$ cat config.mk
export PLATFORM = sky130hd
export DESIGN_NAME = i2s_tx_sched
export DESIGN_NICKNAME = d
export VERILOG_FILES = /design/src/rtl/i2s_pkg.sv /design/src/rtl/i2s_clk_div.sv /design/src/rtl/i2s_tx_sched.sv
export SDC_FILE = /design/constraint.sdc
export NUM_CORES = 1
export LEC_CHECK = 0
export CAP_MARGIN = 20
export CORE_MARGIN = 2
export CORE_UTILIZATION = 35
export DETAILED_ROUTE_END_ITERATION = 12
export PLACE_DENSITY = 0.71
export SLEW_MARGIN = 15
export SYNTH_ARGS = -nofsm -noshare
export SYNTH_HDL_FRONTEND = slang
export SYNTH_SLANG_ARGS = --single-unit
$ cat constraint.sdc
create_clock -name clk -period 8.8 [get_ports clk]
set_clock_uncertainty 0.15 [all_clocks]
set_input_delay 0.88 -clock clk [delete_from_list [all_inputs] [get_ports clk]]
set_output_delay 0.88 -clock clk [all_outputs]
set_load 0.02 [all_outputs]
$ cat src/rtl/i2s_pkg.sv
// Shared types and frame geometry for the I2S transmit scheduler.
package i2s_pkg;

  typedef enum logic [1:0] {IDLE, FILL, RUN} i2s_sched_state_e;

  localparam int SLOT_BITS = 32;

  // clk cycles in one left+right frame
  function automatic int frame_cycles(input int mclk_div, input int sclk_div);
    return mclk_div * sclk_div * 2 * SLOT_BITS;
  endfunction

endpackage

$ cat src/rtl/i2s_clk_div.sv
// Frame phase counter P with registered mclk/sclk/lrck and slot strobes.
module i2s_clk_div
  import i2s_pkg::*;
#(
  parameter int MCLK_DIV = 4,
  parameter int SCLK_DIV = 4
) (
  input  logic clk,
  input  logic rst,
  input  logic run,
  output logic mclk,
  output logic sclk,
  output logic lrck,
  output logic slot_start_l,
  output logic slot_start_r,
  output logic slot_end
);

  localparam int FRAME = frame_cycles(MCLK_DIV, SCLK_DIV);
  localparam int PW    = $clog2(FRAME);
  localparam int MB    = $clog2(MCLK_DIV) - 1;
  localparam int SB    = $clog2(MCLK_DIV * SCLK_DIV) - 1;
  localparam logic [PW-1:0] HALF    = PW'(FRAME / 2);
  localparam logic [PW-1:0] HALF_M1 = PW'(FRAME / 2 - 1);
  localparam logic [PW-1:0] LAST    = PW'(FRAME - 1);

  logic [PW-1:0] p;

  // FRAME is a power of two, so P wraps on its own
  always_ff @(posedge clk or posedge rst) begin
    if (rst) begin
      p    <= '0;
      mclk <= 1'b0;
      sclk <= 1'b0;
      lrck <= 1'b0;
    end else if (!run) begin
      p    <= '0;
      mclk <= 1'b0;
      sclk <= 1'b0;
      lrck <= 1'b0;
    end else begin
      p    <= p + 1'b1;
      mclk <= p[MB];
      sclk <= p[SB];
      lrck <= p[PW-1];
    end
  end

  assign slot_start_l = run && (p == '0);
  assign slot_start_r = run && (p == HALF);
  assign slot_end     = run && ((p == HALF_M1) || (p == LAST));

endmodule

$ cat src/rtl/i2s_tx_sched.sv
// I2S transmit scheduler: primes left/right holds, emits one word per lrck slot,
// substitutes zero on underrun and drops words not accepted within their slot.
module i2s_tx_sched
  import i2s_pkg::*;
#(
  parameter int DATA_WIDTH = 24,
  parameter int MCLK_DIV   = 4,
  parameter int SCLK_DIV   = 4
) (
  input  logic                  clk,
  input  logic                  rst,
  input  logic                  en,
  input  logic [DATA_WIDTH-1:0] axis_l_tdata,
  input  logic                  axis_l_tvalid,
  output logic                  axis_l_tready,
  input  logic [DATA_WIDTH-1:0] axis_r_tdata,
  input  logic                  axis_r_tvalid,
  output logic                  axis_r_tready,
  output logic [DATA_WIDTH-1:0] axis_tx_tdata,
  output logic                  axis_tx_tvalid,
  input  logic                  axis_tx_tready,
  output logic                  axis_tx_tlast,
  output logic                  mclk,
  output logic                  sclk,
  output logic                  lrck,
  output logic                  underrun,
  output logic                  late,
  output logic [15:0]           underrun_cnt
);

  i2s_sched_state_e state, state_nxt;
  logic                  run, start_l, start_r, slot_end;
  logic                  full_l, full_r, hs_l, hs_r, cur_full;
  logic [DATA_WIDTH-1:0] hold_l, hold_r, cur_hold;

  assign run = en && (state == RUN);

  i2s_clk_div #(.MCLK_DIV(MCLK_DIV), .SCLK_DIV(SCLK_DIV)) u_clk_div (
    .clk          (clk),
    .rst          (rst),
    .run          (run),
    .mclk         (mclk),
    .sclk         (sclk),
    .lrck         (lrck),
    .slot_start_l (start_l),
    .slot_start_r (start_r),
    .slot_end     (slot_end)
  );

  // rst gating keeps tready low while reset is held even if en is high
  assign axis_l_tready = en & ~full_l & ~rst;
  assign axis_r_tready = en & ~full_r & ~rst;
  assign hs_l = axis_l_tvalid & axis_l_tready;
  assign hs_r = axis_r_tvalid & axis_r_tready;

  // a same-cycle load wins over the slot-start clear: the clear consumed the old word
  always_ff @(posedge clk or posedge rst) begin
    if (rst) begin
      full_l <= 1'b0;
      full_r <= 1'b0;
      hold_l <= '0;
      hold_r <= '0;
    end else if (!en) begin
      full_l <= 1'b0;
      full_r <= 1'b0;
    end else begin
      if (hs_l) begin
        hold_l <= axis_l_tdata;
        full_l <= 1'b1;
      end else if (start_l) begin
        full_l <= 1'b0;
      end
      if (hs_r) begin
        hold_r <= axis_r_tdata;
        full_r <= 1'b1;
      end else if (start_r) begin
        full_r <= 1'b0;
      end
    end
  end

  assign cur_full = start_r ? full_r : full_l;
  assign cur_hold = start_r ? hold_r : hold_l;

  always_ff @(posedge clk or posedge rst) begin
    if (rst) begin
      axis_tx_tvalid <= 1'b0;
      axis_tx_tdata  <= '0;
      axis_tx_tlast  <= 1'b0;
      underrun       <= 1'b0;
      late           <= 1'b0;
      underrun_cnt   <= '0;
    end else begin
      underrun <= 1'b0;
      late     <= 1'b0;
      if (!en) begin
        axis_tx_tvalid <= 1'b0;
      end else if (start_l || start_r) begin
        axis_tx_tvalid <= 1'b1;
        axis_tx_tlast  <= start_r;
        if (cur_full) begin
          axis_tx_tdata <= cur_hold;
        end else begin
          axis_tx_tdata <= '0;
          underrun      <= 1'b1;
          if (underrun_cnt != 16'hFFFF) underrun_cnt <= underrun_cnt + 16'd1;
        end
      end else if (axis_tx_tvalid && axis_tx_tready) begin
        axis_tx_tvalid <= 1'b0;
      end else if (axis_tx_tvalid && slot_end) begin
        axis_tx_tvalid <= 1'b0;
        late           <= 1'b1;
      end
    end
  end

  always_ff @(posedge clk or posedge rst) begin
    if (rst) state <= IDLE;
    else     state <= state_nxt;
  end

  always_comb begin
    state_nxt = state;
    case (state)
      IDLE:    if (en) state_nxt = FILL;
      FILL:    if (full_l && full_r) state_nxt = RUN;
      RUN:     state_nxt = RUN;
      default: state_nxt = IDLE;
    endcase
    if (!en) state_nxt = IDLE;
  end

endmodule
==> flow_summary.json, run 1 <==
{
  "drv_cap": 0,
  "cts.reportedPaths.clkPinSlew_ns": 0.07,
  "numPortBuffers": 102,
  "start_kind": "input port",
  "dr.pass1.iters": 4,
  "yosysTopAreaCell": "dfrtp_1",
  "synth_edf_count": 0,
  "cts-resized-gates": 0,
  "tns_ns": 0,
  "maxUsedRoutingLayer": "met4",
  "critPathKind": "input port to primary output",
  "drc": 0,
  "yosysTopAreaCellShare": 0.563,
  "drive_gt1_frac": 0.177,
  "gp_congestion": 0.868,
  "synth_flop_cell": "dfrtp_1",
  "p_comb_frac": 0.277,
  "end_kind": "primary output",
  "synth_seq_cells": 109,
  "antenna_found_initial": 0,
  "place_ws_ns": 5.26,
  "worst_pin_slew_ns": 0.985,
  "clock-sinks": 109,
  "grt_max_degree": 59,
  "ir_drop_mv": 0.165,
  "p_leak_nw": 2.60,
  "p_switching_mw": 0.471,
  "seq_power_share": 0.458,
  "ys_top_cells_by_area": "dfrtp_1 56%, mux2_2 12%, mux2i_1 5.4%",
  "ioPinCount": 103,
  "cts_buffers": 9,
  "power.clock.fraction": 0.265,
  "num_vias": 3266,
  "finalHoldViolations": 0,
  "layout_setup_ws_ns": 5.34,
  "path_max_fanout": 11,
  "synthDistinctLibCells": 38,
  "track_usage": 0.150,
  "clockBufferDepth": 2,
  "core_area_um2": 13400,
  "grt_pass1_vias": 3404,
  "setup_viol_count_final": 0,
  "tritoncts": "done",
  "async_flop_share": 1.00,
  "root_buffer": "clkbuf_16",
  "placed_area_um2": 6030,
  "die_w_um": 122,
  "most-common-layout-cells": "108 x dfrtp_1, 102 x clkdlybuf4s50_1, 50 x mux2_2",
  "netlist_area_um2": 4840,
  "fin_util": 0.472,
  "nFillCells": 1215,
  "outcome": "completed",
  "fin_area_um2": 6320,
  "m1WireLength_um": 4690,
  "ys_warn_count": 0,
  "finalWirelength_um": 10400,
  "cp.arrival_ns": 2.43,
  "clock.fmax_mhz": 289,
  "n_antenna_cell": 0,
  "fp.dieH_um": 122,
  "min_path_type": "register to register",
  "cts_htree_levels": 3,
  "hpwl_um": 7150,
  "gr-total-overflow": 0,
  "min_period_over_period": 0.393,
  "vias_per_cell": 4.97,
  "fin_nets": 536,
  "final_antenna_net_count": 0,
  "power.density_nw_per_um2": 238,
  "wl_per_cell_um": 15.8,
  "drtIter0Drc": 165,
  "switching_share": 0.314,
  "grt_pass1_wl_um": 17400,
  "fp-row-count": 42,
  "synth_cells": 380,
  "clkLatencyLatePin_ns": 0.35,
  "synthToLayoutAreaGrowth_pct": 30.6,
  "drv_slew": 0,
  "seq_area_frac_synth": 0.563,
  "period_needed_ns": 3.46,
  "wl_met2_um": 4860,
  "wl_met3_um": 702,
  "syn_avg_cell_area_um2": 12.7,
  "post_cts_buffers": 0,
  "syn_nets": 440,
  "postCtsHoldBufs": 0,
  "rsz0062_at_grt": "false",
  "slew_headroom": 0.329,
  "dieArea_um2": 14800,
  "p_int_mw": 1.03,
  "cp.required_ns": 7.77,
  "start_util": 0.361,
  "layout_commonest_cell": "dfrtp_1"
}
## through the flow
step                      cells  total power, mW  hold slack, ns
after floorplan             380            0.921           0.305
after global placement      641             1.11           0.310
after detailed placement    641             1.12           0.319
after CTS                   657             1.52           0.340
after global routing        657             1.59           0.361
final                       657             1.50           0.332
## cell type report
cell class,count,area [um2],area share
repair buffers,105,1040,0.165
flip-flops and latches,109,2730,0.431
inverters,9,36.3,0.00574
clock inverters,6,53.8,0.00851
multi-input cells,242,2000,0.317
well taps,176,220,0.0348
clock buffers,10,239,0.0378
## worst paths after layout
| check | startpoint | end | slack [ns] | cells past startpoint |
|---|---|---|---|---|
| setup / recovery | en | axis_r_tready | 5.34 | 4 |
| hold / removal | axis_tx_tdata[12] | axis_tx_tdata[12] | 0.33 | 2 |
| setup reg to reg | u_clk_div.p[9] | underrun_cnt[1] | 5.66 | 4 |
| hold reg to reg | axis_tx_tdata[12] | axis_tx_tdata[12] | 0.33 | 2 |
| max in group asynchronous | rst | u_clk_div.p[9] | 6.45 | 3 |
| min in group asynchronous | rst | hold_r[21] | 0.83 | 2 |
## critical path, cell delays in order
cell and delay [ns]:
clkdlybuf4s50_1 0.65, nand2b_1 0.12, nor2_1 0.14, clkdlybuf4s50_1 0.62
## cell usage after synthesis (all sizes together) (6+ instances only)
cell type,n
dfrtp,109
ha,6
nor2,12
xor2,15
and3,7
buf,9
mux2,50
nand4,10
inv,9
o31ai,24
clkbuf,11
nand3,8
mux2i,27
nand2,36
a2111oi,6
a211oi,7
## power groups by stage
stage | sequential [mW] | clock (mW) | combinational, mW
floorplan | 0.749 | 0 | 0.172
global placement | 0.696 | 0 | 0.410
detailed placement | 0.699 | 0 | 0.422
CTS | 0.691 | 0.410 | 0.423
global route | 0.704 | 0.431 | 0.454
finish | 0.689 | 0.398 | 0.416
## registers in the layout, summed over array words and instances, names as in the netlist
signal,cells
axis_tx_tdata,24
hold_l,24
hold_r,24
underrun_cnt,16
u_clk_div.p,10
state,2
axis_tx_tlast,1
axis_tx_tvalid,1
full_l,1
full_r,1
late,1
u_clk_div.lrck,1
u_clk_div.mclk,1
u_clk_div.sclk,1
underrun,1
## routing by layer
metal | vias up | track usage
met3 | 11 | 0.0524
met1 | 1605 | 0.194
met4 | 0 | 0.0431
met2 | 92 | 0.238
li1 | 1558 | -
met5 | - | 0
## logic make-up (layout without fill, tap and decap cells)
kind of cell | Yosys count | in the layout | synth area share
AOI/OAI and AO/OA | 48 | 48 | 0.0809
xor gates and xnor gates | 19 | 19 | 0.0344
adders and majority gates | 6 | 6 | 0.0155
buffers and inverters | 29 | 130 | 0.0258
DFF | 109 | 109 | 0.563
muxes | 77 | 77 | 0.173
and+or+nand+nor | 92 | 92 | 0.107
No activity file was read; power rests on OpenSTA's default activity.
==> inputs of run 2 (changes only) <==
==> constraint.sdc (replaced) <==
create_clock -name clk -period 3.5 [get_ports clk]
set_clock_uncertainty 0.15 [all_clocks]
set_input_delay 0.35 -clock clk [delete_from_list [all_inputs] [get_ports clk]]
set_output_delay 0.35 -clock clk [all_outputs]
set_load 0.02 [all_outputs]
==> run 2 against run 1 <==
Worst setup slack worse by 4.2 ns. Flip-flop and latch count unchanged. Worst hold slack got worse by 0.056 ns. Register-to-register slack lost 4.4 ns. Critical endpoint is now axis_l_tready. Largest power group unchanged.
==> flow_summary.json, run 2 (synthesized netlist as in run 1, its figures left out) <==
{
  "crit_path_max_incr_delay_ns": 0.66,
  "dieArea_um2": 14800,
  "track_usage": 0.159,
  "layout_commonest_cell": "dfrtp_1",
  "cts_buffers": 9,
  "layout_setup_ws_ns": 1.11,
  "dr.pass1.iters": 4,
  "clock.fmax_mhz": 419,
  "cts_htree_levels": 3,
  "grt_pass1_vias": 3475,
  "critPathKind": "input port to primary output",
  "start_util": 0.361,
  "cts-resized-gates": 0,
  "cp.required_ns": 3.00,
  "clock-sinks": 109,
  "rsz0062_at_grt": "false",
  "grt_pass1_wl_um": 18200,
  "clkLatencyLatePin_ns": 0.35,
  "gr-total-overflow": 0,
  "top_regs": "axis_tx_tdata (24), hold_l (24), hold_r (24)",
  "drive_gt1_frac": 0.178,
  "nFillCells": 1218,
  "root_buffer": "clkbuf_16",
  "drv_slew": 0,
  "grt_use_met2": 0.268,
  "period_needed_ns": 2.39,
  "min_period_over_period": 0.682,
  "busiest_layer": "met2",
  "antenna_found_initial": 0,
  "finalWirelength_um": 11000,
  "fin_hold_ws_ns": 0.276,
  "core_area_um2": 13400,
  "cp.arrival_ns": 1.89,
  "ir_drop_mv": 0.316,
  "crit_chain": "clkdlybuf4s50_1 -> nand2b_1 -> nor2_1 -> clkdlybuf4s50_1",
  "drtIter0Drc": 155,
  "met1_usage": 0.191,
  "fp.dieH_um": 122,
  "slew_headroom": 0.541,
  "die_w_um": 122,
  "n_antenna_cell": 0,
  "synthToLayoutAreaGrowth_pct": 31.0,
  "fp-row-count": 42,
  "power.density_nw_per_um2": 592,
  "wl_per_cell_um": 16.7,
  "ioPinCount": 103,
  "num_vias": 3355,
  "grt_util_met3": 0.0660,
  "final_antenna_net_count": 0,
  "tns_ns": 0,
  "drc": 0,
  "min_path_type": "input port to async pin",
  "hpwl_um": 7490,
  "outcome": "completed",
  "drv_cap": 0,
  "path_max_fanout": 11,
  "finalHoldViolations": 0,
  "clockBufferDepth": 2,
  "worst_pin_slew_ns": 0.687,
  "tritoncts": "done",
  "cp_common_cell": "clkdlybuf4s50_1",
  "grt_max_degree": 64,
  "gp_congestion": 0.846,
  "most-common-layout-cells": "108 x dfrtp_1, 102 x clkdlybuf4s50_1, 50 x mux2_2",
  "setup_viol_count_final": 0,
  "post_cts_buffers": 0,
  "fin_nets": 539,
  "place_ws_ns": 1.01,
  "postCtsHoldBufs": 0,
  "slowest_stage": "clkdlybuf4s50_1",
  "numPortBuffers": 102,
  "power.total_mw": 3.76,
  "start_kind": "input port",
  "end_kind": "primary output",
  "vias_per_cell": 5.09,
  "cts.reportedPaths.clkPinSlew_ns": 0.07,
  "p_leak_nw": 2.61
}
## run 2: critical path, delay by kind of cell
kind	cells	cell delay [ns]
buffers and inverters	2	1.29
and+or+nand+nor	2	0.25
## run 2: through the flow
step / instances / area (um2) / util
after CTS: 659 / 6340 / 0.473
after global placement: 644 / 6070 / 0.453
final: 659 / 6340 / 0.473
after global routing: 659 / 6340 / 0.473
after detailed placement: 644 / 6070 / 0.453
after floorplan: 380 / 4840 / -
## run 2: layer usage
layer  wire (um)  up-vias
met5           0        -
met1        4620     1697
met2        5410       92
met4         118        0
li1            -     1555
met3         835       11
## run 2: layout make-up
class / count / area [um2] / share of cell area
clock buffer: 11 / 243 / 0.0383
clock inverter: 4 / 33.8 / 0.00533
inverter: 9 / 36.3 / 0.00572
multi-input combinational: 242 / 2000 / 0.316
sequential: 109 / 2730 / 0.430
tap: 176 / 220 / 0.0347
timing repair buffer: 108 / 1080 / 0.170
## run 2: path summary, 6_finish.rpt
path,startpoint,slack (ns),cells past startpoint,endpoint
min reg2reg,axis_tx_tdata[12],0.33,2,axis_tx_tdata[12]
max reg2reg,state[0],1.31,6,underrun_cnt[1]
min,rst,0.28,2,hold_r[21]
min in group clk,axis_tx_tdata[12],0.33,2,axis_tx_tdata[12]
max,en,1.11,4,axis_l_tready
max in group asynchronous,rst,2.15,3,u_clk_div.p[9]
## run 2: power breakdown
part / switching [mW] / internal (mW) / leakage [nW] / total [mW]
Sequential: 0.190 / 1.55 / 1.40 / 1.74
Combinational: 0.524 / 0.538 / 1.08 / 1.06
Clock: 0.454 / 0.505 / 0.133 / 0.959
